`src/rtl/radix4_seq_divider.sv`:
```
// Sequential unsigned divider retiring two quotient bits per clock by
// comparing a shifted partial remainder against precomputed 0/D/2D/3D.
module radix4_seq_divider #(
  parameter int DW = 16,
  parameter int VW = 8
) (
  input  logic          clk,
  input  logic          rst,
  input  logic          start,
  input  logic [DW-1:0] dividend,
  input  logic [VW-1:0] divisor,
  output logic          busy,
  output logic          done,
  output logic [DW-1:0] quotient,
  output logic [VW-1:0] remainder,
  output logic          div_by_zero
);

  localparam int RW = VW + 2;
  localparam int CW = $clog2(DW / 2 + 1);

  typedef enum logic [1:0] {IDLE, RUN, DONE} state_t;

  state_t        state_q;
  logic [DW-1:0] shift_q;
  logic [DW-1:0] quot_q;
  logic [VW-1:0] rem_q;
  logic [RW-1:0] d1_q, d2_q, d3_q;
  logic [CW-1:0] count_q;
  logic          busy_q, done_q, dbz_q;
  logic [DW-1:0] quotient_q;
  logic [VW-1:0] remainder_q;

  logic [RW-1:0] divExt, div2, div3;
  logic [RW-1:0] trial;
  logic [VW-1:0] remNext;
  logic [1:0]    digit;
  logic [DW-1:0] quotNext;

  always_comb begin
    divExt = RW'(divisor);
    div2   = divExt << 1;
    div3   = div2 + divExt;
  end

  // Since R < D, each trial value is below 4D, so the largest fitting multiple
  // is the digit and the difference always fits back into VW bits.
  always_comb begin
    trial   = {rem_q, shift_q[DW-1 -: 2]};
    digit   = 2'd0;
    remNext = VW'(trial);
    if (trial >= d3_q) begin
      digit   = 2'd3;
      remNext = VW'(trial - d3_q);
    end else if (trial >= d2_q) begin
      digit   = 2'd2;
      remNext = VW'(trial - d2_q);
    end else if (trial >= d1_q) begin
      digit   = 2'd1;
      remNext = VW'(trial - d1_q);
    end
    quotNext = (quot_q << 2) | DW'(digit);
  end

  always_ff @(posedge clk or posedge rst) begin
    if (rst) begin
      state_q     <= IDLE;
      shift_q     <= '0;
      quot_q      <= '0;
      rem_q       <= '0;
      d1_q        <= '0;
      d2_q        <= '0;
      d3_q        <= '0;
      count_q     <= '0;
      busy_q      <= 1'b0;
      done_q      <= 1'b0;
      dbz_q       <= 1'b0;
      quotient_q  <= '0;
      remainder_q <= '0;
    end else begin
      case (state_q)
        IDLE: begin
          if (start) begin
            shift_q <= dividend;
            quot_q  <= '0;
            rem_q   <= '0;
            d1_q    <= divExt;
            d2_q    <= div2;
            d3_q    <= div3;
            count_q <= CW'(DW / 2);
            done_q  <= 1'b0;
            dbz_q   <= 1'b0;
            // A zero divisor skips the iteration and reports the saturated result.
            if (divisor == '0) begin
              state_q     <= DONE;
              busy_q      <= 1'b0;
              done_q      <= 1'b1;
              dbz_q       <= 1'b1;
              quotient_q  <= '1;
              remainder_q <= VW'(dividend);
            end else begin
              state_q <= RUN;
              busy_q  <= 1'b1;
            end
          end
        end
        RUN: begin
          rem_q   <= remNext;
          quot_q  <= quotNext;
          shift_q <= shift_q << 2;
          count_q <= count_q - CW'(1);
          if (count_q == CW'(1)) begin
            state_q     <= DONE;
            busy_q      <= 1'b0;
            done_q      <= 1'b1;
            quotient_q  <= quotNext;
            remainder_q <= remNext;
          end
        end
        DONE: begin
          done_q  <= 1'b0;
          state_q <= IDLE;
        end
        default: state_q <= IDLE;
      endcase
    end
  end

  assign busy        = busy_q;
  assign done        = done_q;
  assign quotient    = quotient_q;
  assign remainder   = remainder_q;
  assign div_by_zero = dbz_q;

endmodule
```
`config.mk`:
```
export PLATFORM = sky130hd
export DESIGN_NAME = radix4_seq_divider
export DESIGN_NICKNAME = d
export VERILOG_FILES = /design/src/rtl/radix4_seq_divider.sv
export SDC_FILE = /design/constraint.sdc
export NUM_CORES = 1
export LEC_CHECK = 0
export ABC_AREA = 1
export CAP_MARGIN = 20
export CORE_MARGIN = 2
export CORE_UTILIZATION = 25
export DETAILED_ROUTE_END_ITERATION = 7
export GPL_ROUTABILITY_DRIVEN = 1
export SYNTH_ARGS = -nofsm -noshare
export SYNTH_HDL_FRONTEND = slang
export SYNTH_SLANG_ARGS = --single-unit
```
`constraint.sdc`:
```
create_clock -name clk -period 3.5 [get_ports clk]
set_input_delay 0.7 -clock clk [delete_from_list [all_inputs] [get_ports clk]]
set_output_delay 0.7 -clock clk [all_outputs]
set_load 0.02 [all_outputs]
```
=== Word level (Yosys, flattened, before mapping) ===
Index checks and enable logic that the tools add are counted.

* $add $sub $neg: 5
* $lt $le $gt $ge: 3
* Equality and inequality tests: 6
* Multiplexer cells: 34
* Bitwise gates (word level): 1
* Reduce and logical (&&, ||, !) cells: 10

{| class="wikitable"
|+ Operators by type and width
! kind !! number
|-
| 2-to-1 mux 16 bit || 4
|-
| case mux 16 bit (2 select lines) || 2
|-
| 2-to-1 mux 8 bit || 7
|-
| case mux 8 bit (2 select lines) || 2
|-
| case mux 14 bit (2 select lines) || 1
|-
| subtractor 8 bit || 3
|-
| bitwise OR 16 x 2 -> 16 bit || 1
|-
| 2-to-1 mux 14 bit || 1
|-
| adder 9 x 8 -> 10 bit || 1
|-
| >= comparator 10 bit || 1
|-
| >= comparator 10 x 8 -> 1 bit || 1
|-
| >= comparator 10 x 9 -> 1 bit || 1
|-
| 2-to-1 mux 2 bit || 5
|-
| logical NOT 8 bit || 1
|-
| case mux 4 bit (2 select lines) || 1
|-
| 2-to-1 mux 1 bit || 7
|-
| inequality test 2 bit, second input constant || 3
|-
| AND reduction 2 bit || 3
|-
| AND reduction 3 bit || 2
|-
| equality test 4 x 1 -> 1 bit, second input constant || 1
|-
| 2-to-1 mux 4 bit || 1
|-
| case mux 2 bit (2 select lines) || 1
|-
| AND reduction 4 bit || 1
|-
| subtractor 4 x 1 -> 4 bit, second input constant || 1
|-
| 7 further kinds || 7
|}

* Register bits: 89
* Input port bits: 27
* Output and inout bits: 27
* Logic and storage cells: 71

=== Logic depth before layout (Yosys ltp) ===
* Word-level depth: 7
* Mapped depth: 17
* Gate-level depth less buffers: 17

=== Worst setup path before layout ===
Ideal clock, no wire load.

* Path kind: register to register
* Start: register shift_q[15]
* End: register remainder_q[7], in the netlist remainder[7]
* Library setup time: 0.077 ns
* Data arrival time: 2.021 ns
* Data required time: 3.423 ns
* Slack: 1.401 ns
* Stages on the path, launching flop included: 15
* Path buffers: 0
* Clock period less this slack: 2.099 ns
* Cell sequence: dfrtp_1 > inv_1 > ha_1 > fa_1 > o21ai_0 > nand3_1 > nand2_1 > nand2_1 > nand2_1 > nand2_1 > nand2_1 > nand2_1 > nand2_1 > nand2_1 > a21oi_1

* Longest elaborated chain between the ends: 6
* Elaborated cells between the ends (all ways): 11
* Classes of those cells: 3 x add/sub; 3 x order compare; 5 x mux

{| class="wikitable"
|+ RTL lines
! what !! RTL line !! source
|-
| start: declaration || 25 || <nowiki>logic [DW-1:0] shift_q;</nowiki>
|-
| start signal: assignment || 84 || <nowiki>shift_q <= dividend;</nowiki>
|-
| start signal: assignment || 110 || <nowiki>shift_q <= shift_q << 2;</nowiki>
|-
| subtractor 8 bit or >= comparator 10 x 8 -> 1 bit (tied branches) || 60, 58 ||
|-
| 2-to-1 mux 8 bit || 58 || <nowiki>end else if (trial >= d1_q) begin</nowiki>
|-
| 2-to-1 mux 8 bit || 55 || <nowiki>end else if (trial >= d2_q) begin</nowiki>
|-
| 2-to-1 mux 8 bit * || 52 || <nowiki>if (trial >= d3_q) begin</nowiki>
|-
| 2-to-1 mux 8 bit * || 112 || <nowiki>if (count_q == CW'(1)) begin</nowiki>
|-
| case mux 8 bit (2 select lines) * || 81 || <nowiki>case (state_q)</nowiki>
|-
| end signal: assignment || 100 || <nowiki>remainder_q <= VW'(dividend);</nowiki>
|-
| end signal: assignment || 117 || <nowiki>remainder_q <= remNext;</nowiki>
|-
| end: declaration || 32 || <nowiki>logic [VW-1:0] remainder_q;</nowiki>
|}

Mark *: on every way between the ends. The rest lies on a longest branch, timed or not. The select of a mux whose other input is x is not followed.
A chain may end at the register's enable or synchronous reset.

=== Worst setup path in the final report ===
* Start: register shift_q[14]
* End: register remainder_q[0], in the netlist remainder[0]

The elaborated chain is that of the path after synthesis.

==> results.toml <==
[routing]
post_drt_wl_per_cell_um = 13.9
viasPerCell = 4.54
drt_pass1_iterations = 5
route.detailed.drc = 0
via_count = 4438
ant_nets = 0
wirelength_um = 13500
drtIter0Drc = 297

[grt]
antenna_found_initial = 0
grt.total_usage = 0.127
grt_max_degree = 42
grt_pass1_wl_um = 22400
grt_pass1_vias = 4295
overflow = 0

[sta]
clock-skew-final_ns = 0.00683
drv_slew = 0
worst_slew_pin_slew_ns = 0.699
worst_slack_ns = 0.727
fin_crit_sh = 0.792
min_period_ns = 2.77
hold_ws_ns = 0.484
rsz0062_at_grt = "false"
slew_headroom = 0.532
setup_violations = 0
max_freq_mhz = 361
hold_violations = 0
tns_ns = 0

[logic_synthesis]
synthMuxAreaShare = 0
syn_inst = 646
synth_top_family_by_area = "simple AND/OR/NAND/NOR gates"
yosys.area_share.simple = 0.200
synthAdderAreaFrac = 0.118
syn_area_per_cell_um2 = 8.10
ys_warn_count = 0
synth_top_area_frac = 0.421
yosys-top-cells-area = "dfrtp_1 (42%), ha_1 (10%), nand2_1 (10%)"
syn-num-nets = 720
synth_top_area_cell = "dfrtp_1"
ys_seq_area_frac = 0.421
synthXorXnorAreaFrac = 0.0201
synth-compound-area-share = 0.161
ys_types = 44
ys_seq_elements = 88
syn_area_um2 = 5230

[worst_setup_path]
cp.required_ns = 3.73
critical_path.reg2reg.endpoint = "remainder[0]"
crit_type = "flip-flop to flip-flop"
ff2ff_path_depth = 16
worst-r2r-setup-slack_ns = 0.73
arrival_ns = 3.01
cp-startpoint = "shift_q[14]"
startpoint_type = "flip-flop"
end_kind = "flip-flop"
r2r_start = "shift_q[14]"
critPathCapture = "remainder[0]"
cp_max_fo = 13

[finish]
area_delta_synth_final_pct = 22.2
drive_gt1_frac = 0.0651
fillers = 2120
seqCellArea_um2 = 2200
antennaDiodeCount = 0
multiInputGateArea_um2 = 2610
fin_nets = 776

[clocking]
cts_sinks = 88
numCtsBuffers = 9
clk_pin_slew_worst_paths_ns = 0.07
cts_hold_buf = 0
clockBufferDepth = 2
cts_setup_buffers = 0
h-tree-depth = 3
cts_root_buf = "clkbuf_16"
cts_resized = 0
cts_tree = "built"
insertion_delay_ns = 0.34

[floorplan]
pin_count = 54
dieArea_um2 = 22100
die_w_um = 149
std_cell_rows = 52
core-area_um2 = 20400
dieHeight_um = 149
initial_core_util = 0.257

[power]
vdd_drop_max_mv = 0.285
leakage_nw = 2.99
power_density_nw_per_um2 = 1020

[placed_design]
dp_hpwl_um = 10500
io_buffers = 53
dp_slack_ns = 0.507
routabilityCongestion = 0.881

[outcome]
outcome = "finished clean"

[hold_path]
hold_class = "flip-flop to flip-flop"

[run]
drv_cap = 0
[Yosys cell counts]
| master | count |
|---|---|
| nand2_1 | 141 |
| dfrtp_1 | 88 |
| inv_1 | 86 |
| nor2_1 | 57 |
| a21oi_1 | 55 |
| ha_1 | 43 |
| o21ai_0 | 28 |
| nand3_1 | 25 |
| o22ai_1 | 16 |
| a31oi_1 | 12 |
| clkbuf_1 | 9 |
| xor2_1 | 9 |
| o211ai_1 | 8 |
| o21ai_1 | 6 |
| buf_2 | 5 |
| o21a_1 | 5 |
| fa_1 | 4 |
| nand4_1 | 4 |
| nor3_1 | 4 |
| buf_1 | 3 |
| nand2_2 | 3 |
| nand3b_1 | 3 |
| nor2_2 | 3 |
| xnor2_1 | 3 |
| a22oi_1 | 2 |
| a32o_1 | 2 |
| clkinv_1 | 2 |
| nand3_2 | 2 |
| or2_1 | 2 |
| or2_2 | 2 |
| a211oi_1 | 1 |
| a211oi_2 | 1 |
| a21boi_2 | 1 |
| a21oi_2 | 1 |
| a31oi_2 | 1 |
| buf_6 | 1 |
| inv_2 | 1 |
| nand2b_1 | 1 |
| nor2_4 | 1 |
| nor3_2 | 1 |
| o21ai_2 | 1 |
| o21bai_2 | 1 |
| o221ai_1 | 1 |
| o32ai_1 | 1 |
[cell families after synthesis]
group	after synthesis
simple gates	249
buf+inv	107
xor+xnor	12
fa+ha+maj	47
compound gates	143
flops	88
[registers in the layout, indices dropped and copies added (netlist names)]
signal	flops
state_q	2
div_by_zero	1
busy	1
quotient	16
quot_q	14
shift_q	16
d3_q	10
done	1
remainder	8
d1_q	7
rem_q	8
count_q	4
[final cells by class]
| class | count | share of cell area |
|---|---|---|
| clock inverters | 7 | 0.0117 |
| well taps | 270 | 0.0528 |
| clock buffers | 9 | 0.0352 |
| multi-input cells | 451 | 0.409 |
| repair buffers | 63 | 0.0947 |
| flip-flops and latches | 88 | 0.344 |
| inverters | 89 | 0.0524 |
[worst min path at each step]
stage               start    endpoint  slack (ns)  depth (start not counted)
2_1_floorplan  shift_q[6]  shift_q[6]        0.45                          2
3_3_place_gp   shift_q[2]  shift_q[2]        0.47                          2
5_1_grt           d1_q[2]     d1_q[2]        0.51                          2
6_report       shift_q[2]  shift_q[2]        0.48                          2
3_5_place_dp   shift_q[2]  shift_q[2]        0.47                          2
4_1_cts        shift_q[2]  shift_q[2]        0.49                          2
[worst max-delay path, cell delays in order, from the launching register on]
cell,delay (ns)
dfrtp_1,0.47
inv_1,0.09
ha_1,0.14
inv_1,0.11
fa_1,0.46
inv_1,0.08
nand2_1,0.05
nand2_1,0.06
nand3_1,0.10
nand2_1,0.13
nand2_2,0.18
a21oi_1,0.38
inv_1,0.11
nand3_1,0.11
nand3_1,0.10
nand2_1,0.07
inv_1,0.03
[report_power, final]
part / total (mW) / switching, mW / internal [mW]
clock network: 0.952 / 0.447 / 0.505
registers: 1.73 / 0.312 / 1.42
logic: 3.81 / 2.36 / 1.45
total: 6.49 / 3.12 / 3.37
[layer usage]
metal,global-route usage,wire length [um],up-vias
met2,0.199,6050,82
met3,0.0184,483,8
met1,0.186,6840,2091
met5,0,0,-
met4,0.0310,168,0
li1,-,-,2257
[placed cells by master, fill, tap and decap left out, drive strengths merged, types with 2 or more instances in the layout]
| master | instances |
|---|---|
| nor3 | 5 |
| dfrtp | 88 |
| a22oi | 2 |
| a211oi | 2 |
| o22ai | 16 |
| clkbuf | 9 |
| o21ai | 35 |
| inv | 89 |
| nand3 | 27 |
| clkdlybuf4s50 | 53 |
| or2 | 4 |
| nand2 | 144 |
| o21a | 5 |
| xnor2 | 3 |
| buf | 10 |
| a31oi | 13 |
| a21oi | 56 |
| o211ai | 8 |
| nand4 | 4 |
| a32o | 2 |
| ha | 43 |
| fa | 4 |
| xor2 | 9 |
| clkinv | 6 |
| nand3b | 3 |
| nor2 | 61 |
[per-stage QoR]
step / utilization / std cells / instance area (um2) / power, mW
2_1_floorplan: - / 646 / 5230 / 4.45
3_3_place_gp: 0.299 / 961 / 6090 / 5.53
3_5_place_dp: 0.299 / 961 / 6090 / 5.55
4_1_cts: 0.314 / 977 / 6390 / 6.53
5_1_grt: 0.314 / 977 / 6390 / 7.11
6_report: 0.314 / 977 / 6390 / 6.49
No activity file was read; power rests on OpenSTA's default activity.
